===== config.mk =====
export PLATFORM = sky130hd
export DESIGN_NAME = fp_adder_arbiter
export DESIGN_NICKNAME = d
export VERILOG_FILES = /design/src/rtl/fp_arb_pkg.sv /design/src/rtl/fp_adder_arbiter_rr_grant.sv /design/src/rtl/fp_adder_arbiter.sv
export SDC_FILE = /design/constraint.sdc
export NUM_CORES = 1
export LEC_CHECK = 0
export ABC_AREA = 1
export BUFFER_PORTS_ARGS = -buffer_cell sky130_fd_sc_hd__buf_2
export CAP_MARGIN = 20
export CORE_AREA = 10 10 147 149
export CTS_BUF_LIST = sky130_fd_sc_hd__clkbuf_16
export CTS_CLUSTER_SIZE = 8
export DETAILED_ROUTE_END_ITERATION = 8
export DIE_AREA = 0 0 157 159
export GPL_TIMING_DRIVEN = 0
export SLEW_MARGIN = 20
export SYNTH_ARGS = -nofsm -noshare
export SYNTH_HDL_FRONTEND = slang
export SYNTH_SLANG_ARGS = --single-unit
export TNS_END_PERCENT = 1

===== constraint.sdc =====
create_clock -name clk -period 5.8 [get_ports clk]
set_input_delay 0 -clock clk [delete_from_list [all_inputs] [get_ports clk]]
set_output_delay 0 -clock clk [all_outputs]
set_load 0.02 [all_outputs]

===== src/rtl/fp_arb_pkg.sv =====
`default_nettype none
// ============================================================================
// Module      : fp_arb_pkg
// Description : Shared definitions for the fp_adder round-robin arbiter.
//               It holds the default floating-point field widths, the derived
//               operand width, the requester-ID width function and the tag
//               record that travels alongside each operation in flight.
// Ports       : none (package)
// Revision    : 1.0 - initial release
// ============================================================================
package fp_arb_pkg;

    localparam int c_e_width = 8;
    localparam int c_m_width = 23;
    localparam int c_w       = c_e_width + c_m_width + 1;

    // Tag IDs are sized for the largest supported requester count (8), so a
    // single tag type serves every configuration. Narrower configurations
    // leave the upper ID bits at zero.
    localparam int c_max_req   = 8;
    localparam int c_tag_id_w  = 3;

    // Requester ID width. It never drops below one bit, so that a
    // two-requester build still has a usable ID field.
    function automatic int id_width(input int n);
        return (n <= 2) ? 1 : $clog2(n);
    endfunction

    typedef struct packed {
        logic                  valid;
        logic [c_tag_id_w-1:0] id;
    } tag_t;

endpackage
`default_nettype wire


===== src/rtl/fp_adder_arbiter_rr_grant.sv =====
`default_nettype none
// ============================================================================
// Module      : rr_grant
// Description : Combinational round-robin priority picker. Searches i_req
//               starting at i_ptr and moving upward modulo N_REQ; the first
//               set request wins.
// Ports       : i_req   - request vector, one bit per requester
//               i_ptr   - index that holds highest priority this cycle
//               o_grant - one-hot grant, all-zero when nothing is requested
//               o_id    - encoded index of the granted requester
//               o_any   - a grant was issued
// Revision    : 1.0 - initial release
// ============================================================================
module rr_grant #(
    parameter int N_REQ = 4,
    parameter int ID_W  = 2
) (
    input  logic [N_REQ-1:0] i_req,
    input  logic [ID_W-1:0]  i_ptr,
    output logic [N_REQ-1:0] o_grant,
    output logic [ID_W-1:0]  o_id,
    output logic             o_any
);

    logic [ID_W-1:0] w_idx;

    // Index k positions above p, wrapped back into 0..N_REQ-1. Works for
    // requester counts that are not a power of two.
    function automatic int wrap_idx(input int p, input int k);
        int s;
        s = p + k;
        return (s >= N_REQ) ? (s - N_REQ) : s;
    endfunction

    always_comb begin
        o_grant = '0;
        o_id    = '0;
        o_any   = 1'b0;
        w_idx   = '0;
        for (int k = 0; k < N_REQ; k++) begin
            w_idx = ID_W'(wrap_idx(int'(i_ptr), k));
            if (!o_any && i_req[w_idx]) begin
                o_any          = 1'b1;
                o_grant[w_idx] = 1'b1;
                o_id           = w_idx;
            end
        end
    end

endmodule
`default_nettype wire


===== src/rtl/fp_adder_arbiter.sv =====
`default_nettype none
// ============================================================================
// Module      : fp_adder_arbiter
// Description : Shares one pipelined fp_adder among N_REQ requesters. A
//               round-robin grant selects one requester per cycle, its
//               operands are steered to the adder, and a tag pipeline that
//               matches the adder latency carries the requester ID so the sum
//               can be returned on a single tagged response port.
// Ports       : clk, rst          - clock, synchronous active-high reset
//               req_valid/ready   - per-requester handshake
//               req_a/req_b       - packed operands, requester i at [i*W +: W]
//               add_a/add_b       - operands to the fp_adder
//               add_res           - fp_adder result, valid ADD_LAT edges after
//                                   the operands were sampled
//               rsp_valid/id/data - one-cycle tagged response
//               busy              - work in flight or a response presented
//               grant_cnt         - per-requester saturating 16-bit acceptance
//                                   counters (only with FP_ARB_STATS_EN)
// Options     : FP_ARB_STATS_EN   - adds grant_cnt and its counters
// Revision    : 1.0 - initial release
// ============================================================================
module fp_adder_arbiter
    import fp_arb_pkg::*;
#(
    parameter int N_REQ   = 4,
    parameter int E_WIDTH = c_e_width,
    parameter int M_WIDTH = c_m_width,
    parameter int ADD_LAT = 2,
    parameter int ID_W    = id_width(N_REQ)
) (
    input  logic                                   clk,
    input  logic                                   rst,
    input  logic [N_REQ-1:0]                       req_valid,
    output logic [N_REQ-1:0]                       req_ready,
    input  logic [N_REQ*(E_WIDTH+M_WIDTH+1)-1:0]   req_a,
    input  logic [N_REQ*(E_WIDTH+M_WIDTH+1)-1:0]   req_b,
    output logic [E_WIDTH+M_WIDTH:0]               add_a,
    output logic [E_WIDTH+M_WIDTH:0]               add_b,
    input  logic [E_WIDTH+M_WIDTH:0]               add_res,
    output logic                                   rsp_valid,
    output logic [ID_W-1:0]                        rsp_id,
    output logic [E_WIDTH+M_WIDTH:0]               rsp_data,
    output logic                                   busy
`ifdef FP_ARB_STATS_EN
   ,output logic [N_REQ*16-1:0]                    grant_cnt
`endif
);

    localparam int c_width = E_WIDTH + M_WIDTH + 1;

    logic [ID_W-1:0]    r_rr_ptr;
    tag_t               r_tag [ADD_LAT];
    logic               r_rsp_valid;
    logic [ID_W-1:0]    r_rsp_id;
    logic [c_width-1:0] r_rsp_data;

    logic [N_REQ-1:0]   w_req_gated;
    logic [N_REQ-1:0]   w_grant;
    logic [ID_W-1:0]    w_grant_id;
    logic               w_accept;
    logic               w_busy_any;

    // No grant may be issued while reset is asserted; masking the requests
    // also forces the operand bus to zero for that cycle.
    assign w_req_gated = rst ? '0 : req_valid;

    rr_grant #(
        .N_REQ (N_REQ),
        .ID_W  (ID_W)
    ) u_rr_grant (
        .i_req   (w_req_gated),
        .i_ptr   (r_rr_ptr),
        .o_grant (w_grant),
        .o_id    (w_grant_id),
        .o_any   (w_accept)
    );

    assign req_ready = w_grant;

    // Operand steering; the bus is zero whenever nothing is granted.
    always_comb begin
        add_a = '0;
        add_b = '0;
        for (int i = 0; i < N_REQ; i++) begin
            if (w_grant[i]) begin
                add_a = req_a[i*c_width +: c_width];
                add_b = req_b[i*c_width +: c_width];
            end
        end
    end

    // Priority moves to the requester just after the one accepted.
    always_ff @(posedge clk) begin
        if (rst) begin
            r_rr_ptr <= '0;
        end else if (w_accept) begin
            r_rr_ptr <= (w_grant_id == ID_W'(N_REQ - 1)) ? '0 : w_grant_id + 1'b1;
        end
    end

    // Tag pipeline shadows the adder: stage ADD_LAT-1 is valid exactly in
    // the cycle that add_res carries the matching sum.
    always_ff @(posedge clk) begin
        if (rst) begin
            for (int k = 0; k < ADD_LAT; k++) begin
                r_tag[k] <= '0;
            end
        end else begin
            r_tag[0].valid <= w_accept;
            r_tag[0].id    <= c_tag_id_w'(w_grant_id);
            for (int k = 1; k < ADD_LAT; k++) begin
                r_tag[k] <= r_tag[k-1];
            end
        end
    end

    // Response register; id/data hold their last value between responses.
    always_ff @(posedge clk) begin
        if (rst) begin
            r_rsp_valid <= 1'b0;
            r_rsp_id    <= '0;
            r_rsp_data  <= '0;
        end else begin
            r_rsp_valid <= r_tag[ADD_LAT-1].valid;
            if (r_tag[ADD_LAT-1].valid) begin
                r_rsp_id   <= ID_W'(r_tag[ADD_LAT-1].id);
                r_rsp_data <= add_res;
            end
        end
    end

    assign rsp_valid = r_rsp_valid;
    assign rsp_id    = r_rsp_id;
    assign rsp_data  = r_rsp_data;

    always_comb begin
        w_busy_any = r_rsp_valid;
        for (int k = 0; k < ADD_LAT; k++) begin
            w_busy_any = w_busy_any | r_tag[k].valid;
        end
    end

    // Reported idle while reset is held, since everything in flight is
    // about to be discarded.
    assign busy = w_busy_any & ~rst;

`ifdef FP_ARB_STATS_EN
    generate
        for (genvar i = 0; i < N_REQ; i++) begin : g_stats
            logic [15:0] r_cnt;
            always_ff @(posedge clk) begin
                if (rst) begin
                    r_cnt <= '0;
                end else if (w_grant[i] && (r_cnt != 16'hFFFF)) begin
                    r_cnt <= r_cnt + 16'd1;
                end
            end
            assign grant_cnt[i*16 +: 16] = r_cnt;
        end
    endgenerate
`endif

endmodule
`default_nettype wire


==> results.json <==
{
  "ys_seq_area_frac": 0.186,
  "cts_setup_buffers": 0,
  "grt_pass1_wl_microns": 39000,
  "cts.sinks": 43,
  "drtPass1Iterations": 7,
  "post_drt_wl_per_cell_microns": 17.8,
  "synthesis.area_sq_um": 4640,
  "fp.dieH_microns": 159,
  "die_area_sq_um": 25000,
  "synthAdderAreaFrac": 0.0162,
  "hpwl_microns": 22300,
  "grt_util_all_layers": 0.196,
  "tns_ns": 0,
  "grt_max_degree": 14,
  "rrSetupSlack_ns": 3.62,
  "drive_gt1_frac": 0.414,
  "netSwitchingFraction": 0.612,
  "drt_iter0_drc": 498,
  "crit_fanout": 10,
  "fin_crit_ns": 3.13,
  "power_density_nw_per_um2": 695,
  "hold_violations": 0,
  "outcome": "finished clean",
  "endpoint": "add_a[12]",
  "synth_area_per_cell_sq_um": 5.63,
  "synth_edf_count": 0,
  "port_buffers": 397,
  "root_buffer": "clkbuf_16",
  "synth_top_family_by_area": "simple AND/OR/NAND/NOR gates",
  "num_io_pins": 398,
  "viasPerCell": 4.53,
  "pwr-share-seq": 0.077,
  "critPathKind": "register to output pin",
  "syn2layout_area_growth_pct": 60.0,
  "cts_max_path_buffers": 2,
  "grt_pass1_vias": 6586,
  "gp_congestion": 0.969,
  "switching_power_uw": 3160,
  "placedInstanceArea_sq_um": 6920,
  "cp.arrival_ns": 3.13,
  "synthMuxAreaShare": 0,
  "netlist_instances": 824,
  "clk_pin_slew_ns": 0.06,
  "start_kind": "register",
  "ir_worst_vdd_mv": 0.499,
  "rsz0062_at_grt": "no",
  "core_area_sq_um": 18600,
  "drv_cap": 0,
  "final_antenna_net_count": 0,
  "worst-slew-pin-transition_ns": 0.465,
  "fin_area_sq_um": 7420,
  "cts_max_level": 2,
  "synth_top_area_share": 0.234,
  "initial_core_util": 0.250,
  "insertion_delay_ns": 0.28,
  "grt.overflow.total": 0,
  "clock-skew-final_ns": 0.00420,
  "synth_compound_area_frac": 0.219,
  "synth_area_leader_cell": "nand2_1",
  "antenna_found_initial": 12,
  "synth-seq-cells": 43,
  "async_flop_share": 0,
  "synth_area_leaders": "nand2_1, dfxtp_1, a21oi_2",
  "timing.final.max_slew_violations": 0,
  "synth_xor_area_frac": 0,
  "cts_buffers": 5,
  "synth_flop_cell": "dfxtp_1",
  "post-route-period-util": 0.540,
  "clkPwrFrac": 0.051,
  "p_comb_frac": 0.871,
  "cts_tree": "built",
  "synth.distinct_cells": 24,
  "num_rows": 50,
  "hold_path.class": "input pin to register",
  "synth_fp_nets": 1124,
  "power_leakage_uw": 0.00447,
  "r2r_end": "r_rr_ptr[1]$_SDFFE_PP0P_",
  "nets": 1561,
  "ys_warn_count": 0,
  "maxSlewHeadroom": 0.690,
  "die_w_microns": 157,
  "via_count": 6830,
  "yosys.area_share.simple": 0.428,
  "wl_microns": 26800,
  "drc_errors": 0,
  "p_total_uw": 5160,
  "cp-end-kind": "output pin",
  "r2r_cells": 12,
  "critPathRequiredTime_ns": 5.80,
  "p_int_uw": 2000,
  "fmax_ghz": 0.320,
  "setup_viol_count_final": 0
}
-- power groups by stage --
stage	Clock, uW	Combinational [uW]	Sequential, uW
2_1_floorplan	0	2970	452
3_3_place_gp	0	4490	400
3_5_place_dp	0	4490	403
4_1_cts	274	4520	397
5_1_grt	285	4950	406
6_report	265	4500	398
-- metal layers --
layer / track usage / wire length, microns / up-vias
met5: 0 / 13 / -
met4: 0.0631 / 582 / 2
met3: 0.0456 / 2270 / 36
met2: 0.347 / 13500 / 279
met1: 0.226 / 10400 / 3020
li1: - / - / 3493
-- flip-flops by register name, indices dropped and copies added (netlist names), named ones only --
name,count
rsp_data,32
r_rr_ptr,1
rsp_valid,1
r_tag,6
rsp_id,2
-- through the flow --
stage / worst slack, ns / hold slack [ns] / instances / utilization
6_report: 2.67 / 0.259 / 1508 / 0.399
3_5_place_dp: 2.96 / 0.227 / 1455 / 0.372
5_1_grt: 2.42 / 0.332 / 1506 / 0.399
4_1_cts: 2.64 / 0.249 / 1496 / 0.398
2_1_floorplan: 3.57 / 0.0691 / 824 / -
3_3_place_gp: 2.93 / 0.219 / 1455 / 0.372
-- area by class of cell --
type	instances	area, sq um
clock inverter	3	16.3
inverter	81	304
clock buffer	5	125
timing repair buffer	430	2320
tap	234	293
antenna	12	30.0
multi-input combinational	641	3070
buffer	59	400
fill	2080	11200
sequential	43	861
-- synthesized netlist by cell type (3+ instances only) --
master    number
a21oi_1       80
nand3_1       85
inv_1         74
ha_1           6
clkbuf_1      11
nand2_2        3
buf_6         13
buf_4         11
nand2_4        4
nand3_2        7
dfxtp_1       43
a21oi_2       50
buf_2         23
nor2_1        76
nand2_1      289
inv_2          5
o21ai_0       35
-- timing repair --
item	4_1_cts	5_1_grt
hold buffers	33	0
hold endpoints to repair	37	0
resized for setup	0	0
-- critical path, stage by stage (launching register included) --
cell     delay, ns
dfxtp_1       0.53
inv_2         0.18
ha_1          0.38
inv_1         0.12
nand3_2       0.10
nand2_4       0.10
nand2_4       0.08
nor2_8        0.14
nand3_1       0.09
nand4_1       0.16
buf_4         0.24
buf_2         0.26
a21oi_1       0.07
nand2_1       0.15
nand2_1       0.07
buf_2         0.16
-- how the worst min path moves through the flow --
stage,startpoint,to,slack (ns),cells past startpoint
after floorplan,rst,r_rr_ptr[1]$_SDFFE_PP0P_,0.07,1
after global placement,add_res[3],rsp_data[3]$_SDFFE_PP0P_,0.22,3
after detailed placement,add_res[12],rsp_data[12]$_SDFFE_PP0P_,0.23,3
after CTS,req_valid[0],r_tag[0][1]$_SDFF_PP0_,0.25,6
after global routing,req_a[98],add_a[2],0.33,4
final,req_valid[0],r_tag[0][1]$_SDFF_PP0_,0.26,6
-- cell usage in the layout, fill, tap and decap left out, drive strengths merged --
cell type    count
nor3             1
nand4            2
nand3           92
nor2            78
dfxtp           43
clkinvlp         1
clkbuf          16
nand2          296
buf            445
and3             1
a21oi          130
inv             80
diode           12
dlygate4sd3     33
clkinv           3
ha               6
o21ai           35
-- cells by family after synthesis --
| logic type | count (synthesis) |
|---|---|
| DFF | 43 |
| adders and majority gates | 6 |
| buffers and inverters | 140 |
| AOI/OAI and AO/OA | 165 |
| and+or+nand+nor | 470 |
(Power assumes the default switching activity.)
